===== src/rtl/cpu_pkg.sv =====
`default_nettype none
// ============================================================================
//  Module   : cpu_pkg
//  Brief    : Shared constants, loader FSM encoding and helpers for the CPU
//             program loader.
//  Revision : 1.0
// ============================================================================
package cpu_pkg;

    localparam int c_MEM_SIZE_DEFAULT = 256;
    localparam int c_SYNC_STAGES      = 2;

    typedef enum logic [1:0] {
        ST_IDLE = 2'd0,
        ST_ADDR = 2'd1,
        ST_DATA = 2'd2,
        ST_SKIP = 2'd3
    } loader_state_t;

    // Byte counter increment that sticks at its maximum value.
    function automatic logic [8:0] sat_inc9(input logic [8:0] v);
        return (v == 9'h1FF) ? v : v + 9'd1;
    endfunction

endpackage : cpu_pkg
`default_nettype wire


===== src/rtl/cpu_sync_edge.sv =====
`default_nettype none
// ============================================================================
//  Module   : cpu_sync_edge
//  Brief    : Multi-flop synchroniser with registered rise/fall detection.
//             o_LEVEL is delayed one stage so it lines up with the edge pulses.
//  Revision : 1.0
// ============================================================================
module cpu_sync_edge
    import cpu_pkg::*;
#(
    parameter int   STAGES  = c_SYNC_STAGES,
    parameter logic RST_VAL = 1'b0,
    parameter bit   EDGE_EN = 1'b1
) (
    input  logic i_CLK,
    input  logic i_RST_N,
    input  logic i_D,
    output logic o_LEVEL,
    output logic o_RISE,
    output logic o_FALL
);

    logic [STAGES-1:0] r_sync;
    logic              r_dly;

    always_ff @(posedge i_CLK or negedge i_RST_N) begin
        if (!i_RST_N) begin
            r_sync <= {STAGES{RST_VAL}};
            r_dly  <= RST_VAL;
        end else begin
            r_sync <= {r_sync[STAGES-2:0], i_D};
            r_dly  <= r_sync[STAGES-1];
        end
    end

    assign o_LEVEL = r_dly;

    generate
        if (EDGE_EN) begin : g_edge
            logic r_rise;
            logic r_fall;

            always_ff @(posedge i_CLK or negedge i_RST_N) begin
                if (!i_RST_N) begin
                    r_rise <= 1'b0;
                    r_fall <= 1'b0;
                end else begin
                    r_rise <= r_sync[STAGES-1] & ~r_dly;
                    r_fall <= ~r_sync[STAGES-1] & r_dly;
                end
            end

            assign o_RISE = r_rise;
            assign o_FALL = r_fall;
        end else begin : g_no_edge
            assign o_RISE = 1'b0;
            assign o_FALL = 1'b0;
        end
    endgenerate

endmodule : cpu_sync_edge
`default_nettype wire


===== src/rtl/cpu_prog_loader.sv =====
`default_nettype none
// ============================================================================
//  Module   : cpu_prog_loader
//  Brief    : Serial (SCK/MOSI/CS_N) program loader that writes bytes into the
//             CPU instruction memory and holds the CPU during a frame.
//             Optional checksum outputs enabled by macro LOADER_CSUM_EN.
//  Revision : 1.0
// ============================================================================
module cpu_prog_loader
    import cpu_pkg::*;
#(
    parameter int MEM_SIZE = c_MEM_SIZE_DEFAULT,
    parameter int ADDR_W   = 8
) (
    input  logic              i_CLK,
    input  logic              i_RST_N,
    input  logic              i_SCK,
    input  logic              i_MOSI,
    input  logic              i_CS_N,
    output logic              o_WE,
    output logic [ADDR_W-1:0] o_WADDR,
    output logic [7:0]        o_WDATA,
    output logic              o_CPU_HOLD,
    output logic              o_ERR,
    output logic [8:0]        o_WCOUNT
`ifdef LOADER_CSUM_EN
    ,
    output logic [7:0]        o_CSUM,
    output logic              o_CSUM_VALID
`endif
);

    localparam logic [8:0]        c_MEM_SIZE9 = 9'(MEM_SIZE);
    localparam logic [ADDR_W-1:0] c_LAST_ADDR = ADDR_W'(MEM_SIZE - 1);

    logic w_sck_rise, w_sck_fall, w_sck_level;
    logic w_cs_rise, w_cs_fall, w_cs_level;
    logic w_mosi, w_mosi_rise, w_mosi_fall;
    logic w_unused_edges;

    cpu_sync_edge #(.STAGES(c_SYNC_STAGES), .RST_VAL(1'b0), .EDGE_EN(1'b1)) u_sync_sck (
        .i_CLK   (i_CLK),
        .i_RST_N (i_RST_N),
        .i_D     (i_SCK),
        .o_LEVEL (w_sck_level),
        .o_RISE  (w_sck_rise),
        .o_FALL  (w_sck_fall)
    );

    cpu_sync_edge #(.STAGES(c_SYNC_STAGES), .RST_VAL(1'b1), .EDGE_EN(1'b1)) u_sync_cs (
        .i_CLK   (i_CLK),
        .i_RST_N (i_RST_N),
        .i_D     (i_CS_N),
        .o_LEVEL (w_cs_level),
        .o_RISE  (w_cs_rise),
        .o_FALL  (w_cs_fall)
    );

    cpu_sync_edge #(.STAGES(c_SYNC_STAGES), .RST_VAL(1'b0), .EDGE_EN(1'b0)) u_sync_mosi (
        .i_CLK   (i_CLK),
        .i_RST_N (i_RST_N),
        .i_D     (i_MOSI),
        .o_LEVEL (w_mosi),
        .o_RISE  (w_mosi_rise),
        .o_FALL  (w_mosi_fall)
    );

    assign w_unused_edges = ^{w_sck_level, w_sck_fall, w_cs_rise, w_mosi_rise, w_mosi_fall};

    loader_state_t     r_state;
    logic [2:0]        r_bitcnt;
    logic [7:0]        r_shift;
    logic [ADDR_W-1:0] r_addr;
    logic              r_we;
    logic [ADDR_W-1:0] r_waddr;
    logic [7:0]        r_wdata;
    logic              r_hold;
    logic              r_err;
    logic [8:0]        r_wcount;

    logic [7:0] w_byte;
    logic       w_byte_done;
    logic       w_frame_start;
    logic       w_wr_fire;

    assign w_byte        = {r_shift[6:0], w_mosi};
    assign w_byte_done   = w_sck_rise && (r_bitcnt == 3'd7);
    assign w_frame_start = (r_state == ST_IDLE) && w_cs_fall;
    assign w_wr_fire     = (r_state == ST_DATA) && w_byte_done;

    always_ff @(posedge i_CLK or negedge i_RST_N) begin
        if (!i_RST_N) begin
            r_state  <= ST_IDLE;
            r_bitcnt <= 3'd0;
            r_shift  <= 8'd0;
            r_addr   <= '0;
            r_we     <= 1'b0;
            r_waddr  <= '0;
            r_wdata  <= 8'd0;
            r_hold   <= 1'b0;
            r_err    <= 1'b0;
            r_wcount <= 9'd0;
        end else begin
            r_we <= 1'b0;
            case (r_state)
                ST_IDLE: begin
                    // Hold was left high on the exit edge; it drops one cycle into IDLE.
                    r_hold <= 1'b0;
                    if (w_frame_start) begin
                        r_state  <= ST_ADDR;
                        r_bitcnt <= 3'd0;
                        r_wcount <= 9'd0;
                        r_err    <= 1'b0;
                        r_hold   <= 1'b1;
                    end
                end
                ST_ADDR: begin
                    if (w_cs_level) begin
                        r_state <= ST_IDLE;
                    end else if (w_sck_rise) begin
                        r_shift  <= w_byte;
                        r_bitcnt <= r_bitcnt + 3'd1;
                        if (r_bitcnt == 3'd7) begin
                            if ({1'b0, w_byte} < c_MEM_SIZE9) begin
                                r_addr  <= ADDR_W'(w_byte);
                                r_state <= ST_DATA;
                            end else begin
                                r_err   <= 1'b1;
                                r_state <= ST_SKIP;
                            end
                        end
                    end
                end
                ST_DATA: begin
                    // A completing byte wins over CS_N; the exit follows next cycle.
                    if (w_wr_fire) begin
                        r_we     <= 1'b1;
                        r_waddr  <= r_addr;
                        r_wdata  <= w_byte;
                        r_addr   <= (r_addr == c_LAST_ADDR) ? '0 : r_addr + ADDR_W'(1);
                        r_wcount <= sat_inc9(r_wcount);
                        r_bitcnt <= 3'd0;
                    end else if (w_cs_level) begin
                        r_state <= ST_IDLE;
                    end else if (w_sck_rise) begin
                        r_shift  <= w_byte;
                        r_bitcnt <= r_bitcnt + 3'd1;
                    end
                end
                ST_SKIP: begin
                    if (w_cs_level) begin
                        r_state <= ST_IDLE;
                    end
                end
                default: r_state <= ST_IDLE;
            endcase
        end
    end

    assign o_WE       = r_we;
    assign o_WADDR    = r_waddr;
    assign o_WDATA    = r_wdata;
    assign o_CPU_HOLD = r_hold;
    assign o_ERR      = r_err;
    assign o_WCOUNT   = r_wcount;

`ifdef LOADER_CSUM_EN
    logic [7:0] r_csum;
    logic       r_csum_valid;
    logic       w_data_exit;

    assign w_data_exit = (r_state == ST_DATA) && w_cs_level && !w_byte_done;

    always_ff @(posedge i_CLK or negedge i_RST_N) begin
        if (!i_RST_N) begin
            r_csum       <= 8'd0;
            r_csum_valid <= 1'b0;
        end else begin
            if (w_frame_start) begin
                r_csum       <= 8'd0;
                r_csum_valid <= 1'b0;
            end else begin
                if (w_wr_fire) begin
                    r_csum <= r_csum ^ w_byte;
                end
                if (w_data_exit) begin
                    r_csum_valid <= 1'b1;
                end
            end
        end
    end

    assign o_CSUM       = r_csum;
    assign o_CSUM_VALID = r_csum_valid;
`else
    // Checksum outputs are not built in this configuration.
`endif

endmodule : cpu_prog_loader
`default_nettype wire


===== config.mk =====
export PLATFORM = sky130hd
export DESIGN_NAME = cpu_prog_loader
export DESIGN_NICKNAME = d
export VERILOG_FILES = /design/src/rtl/cpu_pkg.sv /design/src/rtl/cpu_sync_edge.sv /design/src/rtl/cpu_prog_loader.sv
export SDC_FILE = /design/constraint.sdc
export NUM_CORES = 1
export LEC_CHECK = 0
export CAP_MARGIN = 25
export CORE_MARGIN = 1.5
export CORE_UTILIZATION = 25
export CTS_CLUSTER_DIAMETER = 40
export DETAILED_ROUTE_END_ITERATION = 6
export GPL_ROUTABILITY_DRIVEN = 0
export HOLD_SLACK_MARGIN = 0.12
export SYNTH_ARGS = -nofsm -noshare
export SYNTH_HDL_FRONTEND = slang
export SYNTH_SLANG_ARGS = --single-unit
export TNS_END_PERCENT = 20

===== constraint.sdc =====
create_clock -name i_CLK -period 4.9 [get_ports i_CLK]
set_clock_uncertainty 0.05 [all_clocks]
set_input_delay 0.98 -clock i_CLK [delete_from_list [all_inputs] [get_ports i_CLK]]
set_output_delay 0.98 -clock i_CLK [all_outputs]
set_load 0.005 [all_outputs]

==> flow_summary.toml <==
[global_route]
grt_pass1_vias = 1831
grt_pass1_wl_um = 9030
antenna_found_initial = 0
grt_max_degree = 59
grt_use_total_pct = 10.2
gr-total-overflow = 0

[cts]
postCtsSetupRepairBufs = 0
cts_num_sinks = 58
cts-buffers-inserted = 9
cts.clk_slew.worst_paths_ns = 0.06
postCtsHoldBufs = 0
cts_resized = 0
root_buffer = "clkbuf_8"
h-tree-depth = 3
clk_path_buf_depth = 2
clk_latency_ns = 0.33
cts_tree = "yes"

[route]
routed_wl_um = 5230
top_layer = "met4"
vias = 1789
antenna_left = 0
route.detailed.drc = 0
first_iter_violations = 83
routed_via_density = 4.48
routed-wl-met3_um = 301
wl_per_cell_um = 13.1
met2_wirelength_um = 2340
wl_met1_um = 2490
first_pass_iters = 4

[layout]
insertedDiodeCount = 0
seq_area_um2 = 1460
fin_util_pct = 32.1
area_growth_pct = 24.2
fillCellCount = 1063
final_common_cell = "dfrtp_1"
multi_input_area_um2 = 1140
mostFrequentLayoutCells = "dfrtp_1, clkdlybuf4s50_1, mux2_2"
finalNetCount = 273
final_layout_size_suffix_gt1_share_pct = 20.2

[die]
core_um2 = 10400
die_h_um = 107
pin_count = 33
num_rows = 37
die_w_um = 107
floorplan.initialDensity_pct = 25.9
dieArea_um2 = 11400

[timing]
period_share_pct = 59.9
hold_violations = 0
drv_slew = 0
period_minus_slack_ns = 2.93
fmax_mhz = 341
maxSlewHeadroom_pct = 41.4
finalSetupTns_ns = 0
rsz0062_at_grt = "false"
fin_ws_ns = 1.97
tightest_slew_ns = 0.877
setup_viol = 0

[setup_path]
path_max_fanout = 24
endpoint_kind = "flop"
path_buf_inv = 1
critPathTopFamily = "simple AND/OR/NAND/NOR gates"
worstPathRequired_ns = 5.07
crit_path_top_delay_cell = "ha_1"
critPathMaxStageDelay_ns = 0.74
crit_type = "flop to flop"
cp.arrival_ns = 3.10
cp-start-kind = "flop"
cp_cell_sequence = "inv_1, ha_1, nand3_2, and4b_2, mux2_2"

[logic_synthesis]
async_flop_share_pct = 100
synth_top_area_cell = "dfrtp_1"
synthesis.nets = 239
synth_edf_count = 0
synthCells = 224
syn_avg_cell_area_um2 = 12.0
ys_seq_area_share_pct = 54.2
synth_top_area_share_pct = 51.3
synth_seq_cells = 58
syn-cell-area_um2 = 2680
synth_area_leaders = "dfrtp_1, mux2_2, ha_1, dfstp_2, o21ai_0"
yosysWarnings = 0
synthFlopType = "dfrtp_1"
synthDistinctLibCells = 53

[run_status]
outcome = "completed"

[place]
hpwl_um = 3610
preCtsSetupSlack_ns = 1.95
io_buffers = 31

[job]
cap_violations = 0

[power_and_ir_drop]
leakagePower_nw = 1.47
power_density_nw_per_um2 = 481
max-vdd-ir-drop_v = 0.000196

[hold_path]
hold_class = "flop to flop"
## Yosys cell counts, types with 3 or more instances
cell / count
mux2i_1: 4
xnor2_1: 5
dfstp_2: 3
nor2b_1: 4
a21oi_1: 8
nor2_1: 13
ha_1: 10
clkbuf_1: 3
a211oi_1: 4
inv_1: 9
dfrtp_1: 55
buf_2: 4
nand2_1: 16
o21ai_0: 12
mux2_2: 21
nand3_1: 8
## power by group
part	switching, mW	internal (mW)	total (mW)
clock	0.179	0.291	0.470
combinational	0.280	0.209	0.488
sequential	0.0887	0.556	0.645
## stage by stage
step           hold WS (ns)  instance area, um2  cells  power (mW)
6_report              0.297                3330    399        1.60
5_1_grt               0.308                3330    399        1.71
4_1_cts               0.299                3330    399        1.62
3_5_place_dp          0.285                3120    383        1.14
3_3_place_gp          0.283                3120    383        1.13
2_1_floorplan         0.281                2680    224        1.03
## path summary, 6_finish.rpt
kind | slack, ns | endpoint | startpoint | cells after the start
max in group asynchronous | 3.58 | o_WDATA[5] | i_RST_N | 2
worst min-delay path | 0.30 | u_sync_mosi.r_sync[1] | u_sync_mosi.r_sync[0] | 0
worst max-delay path | 1.97 | r_shift[3] | r_state[0] | 5
worst max register to register | 1.97 | r_shift[3] | r_state[0] | 5
min in group asynchronous | 0.73 | u_sync_sck.r_sync[1] | i_RST_N | 2
worst min register to register | 0.30 | u_sync_mosi.r_sync[1] | u_sync_mosi.r_sync[0] | 0
## routing by layer
metal	vias to the layer above	track usage, %
li1	875	-
met1	856	13.2
met2	48	15.2
met3	10	3.59
met4	0	4.76
met5	-	0
## cells by family (layout without fill, tap and decap cells)
kind of cell	count (synthesis)	count (layout)	synth area share (%)
and+or+nand+nor	62	62	13.5
DFF	58	58	54.2
AOI/OAI and AO/OA	44	44	12.0
muxes	26	26	10.7
buffers and inverters	18	57	3.12
adders and majority gates	10	10	4.66
xor gates and xnor gates	5	5	1.63
other	1	1	0.140
## flip-flops by register name, summed over array words and instances (netlist names), 2 cells and up
signal and cells:
o_WADDR 8, o_WCOUNT 9, o_WDATA 8, r_addr 8, r_bitcnt 3, r_shift 7, r_state 2, u_sync_cs.r_sync 2
u_sync_mosi.r_sync 2, u_sync_sck.r_sync 2
## layout make-up
cell class,count,share of cell area (%)
Inverter,9,1.01
Sequential cell,58,43.7
Clock buffer,15,5.59
Clock inverter,1,0.901
Multi-Input combinational cell,148,34.3
Tap cell,136,5.11
Timing Repair Buffer,32,9.38
Note: power is estimated with default switching activity, not from simulation.
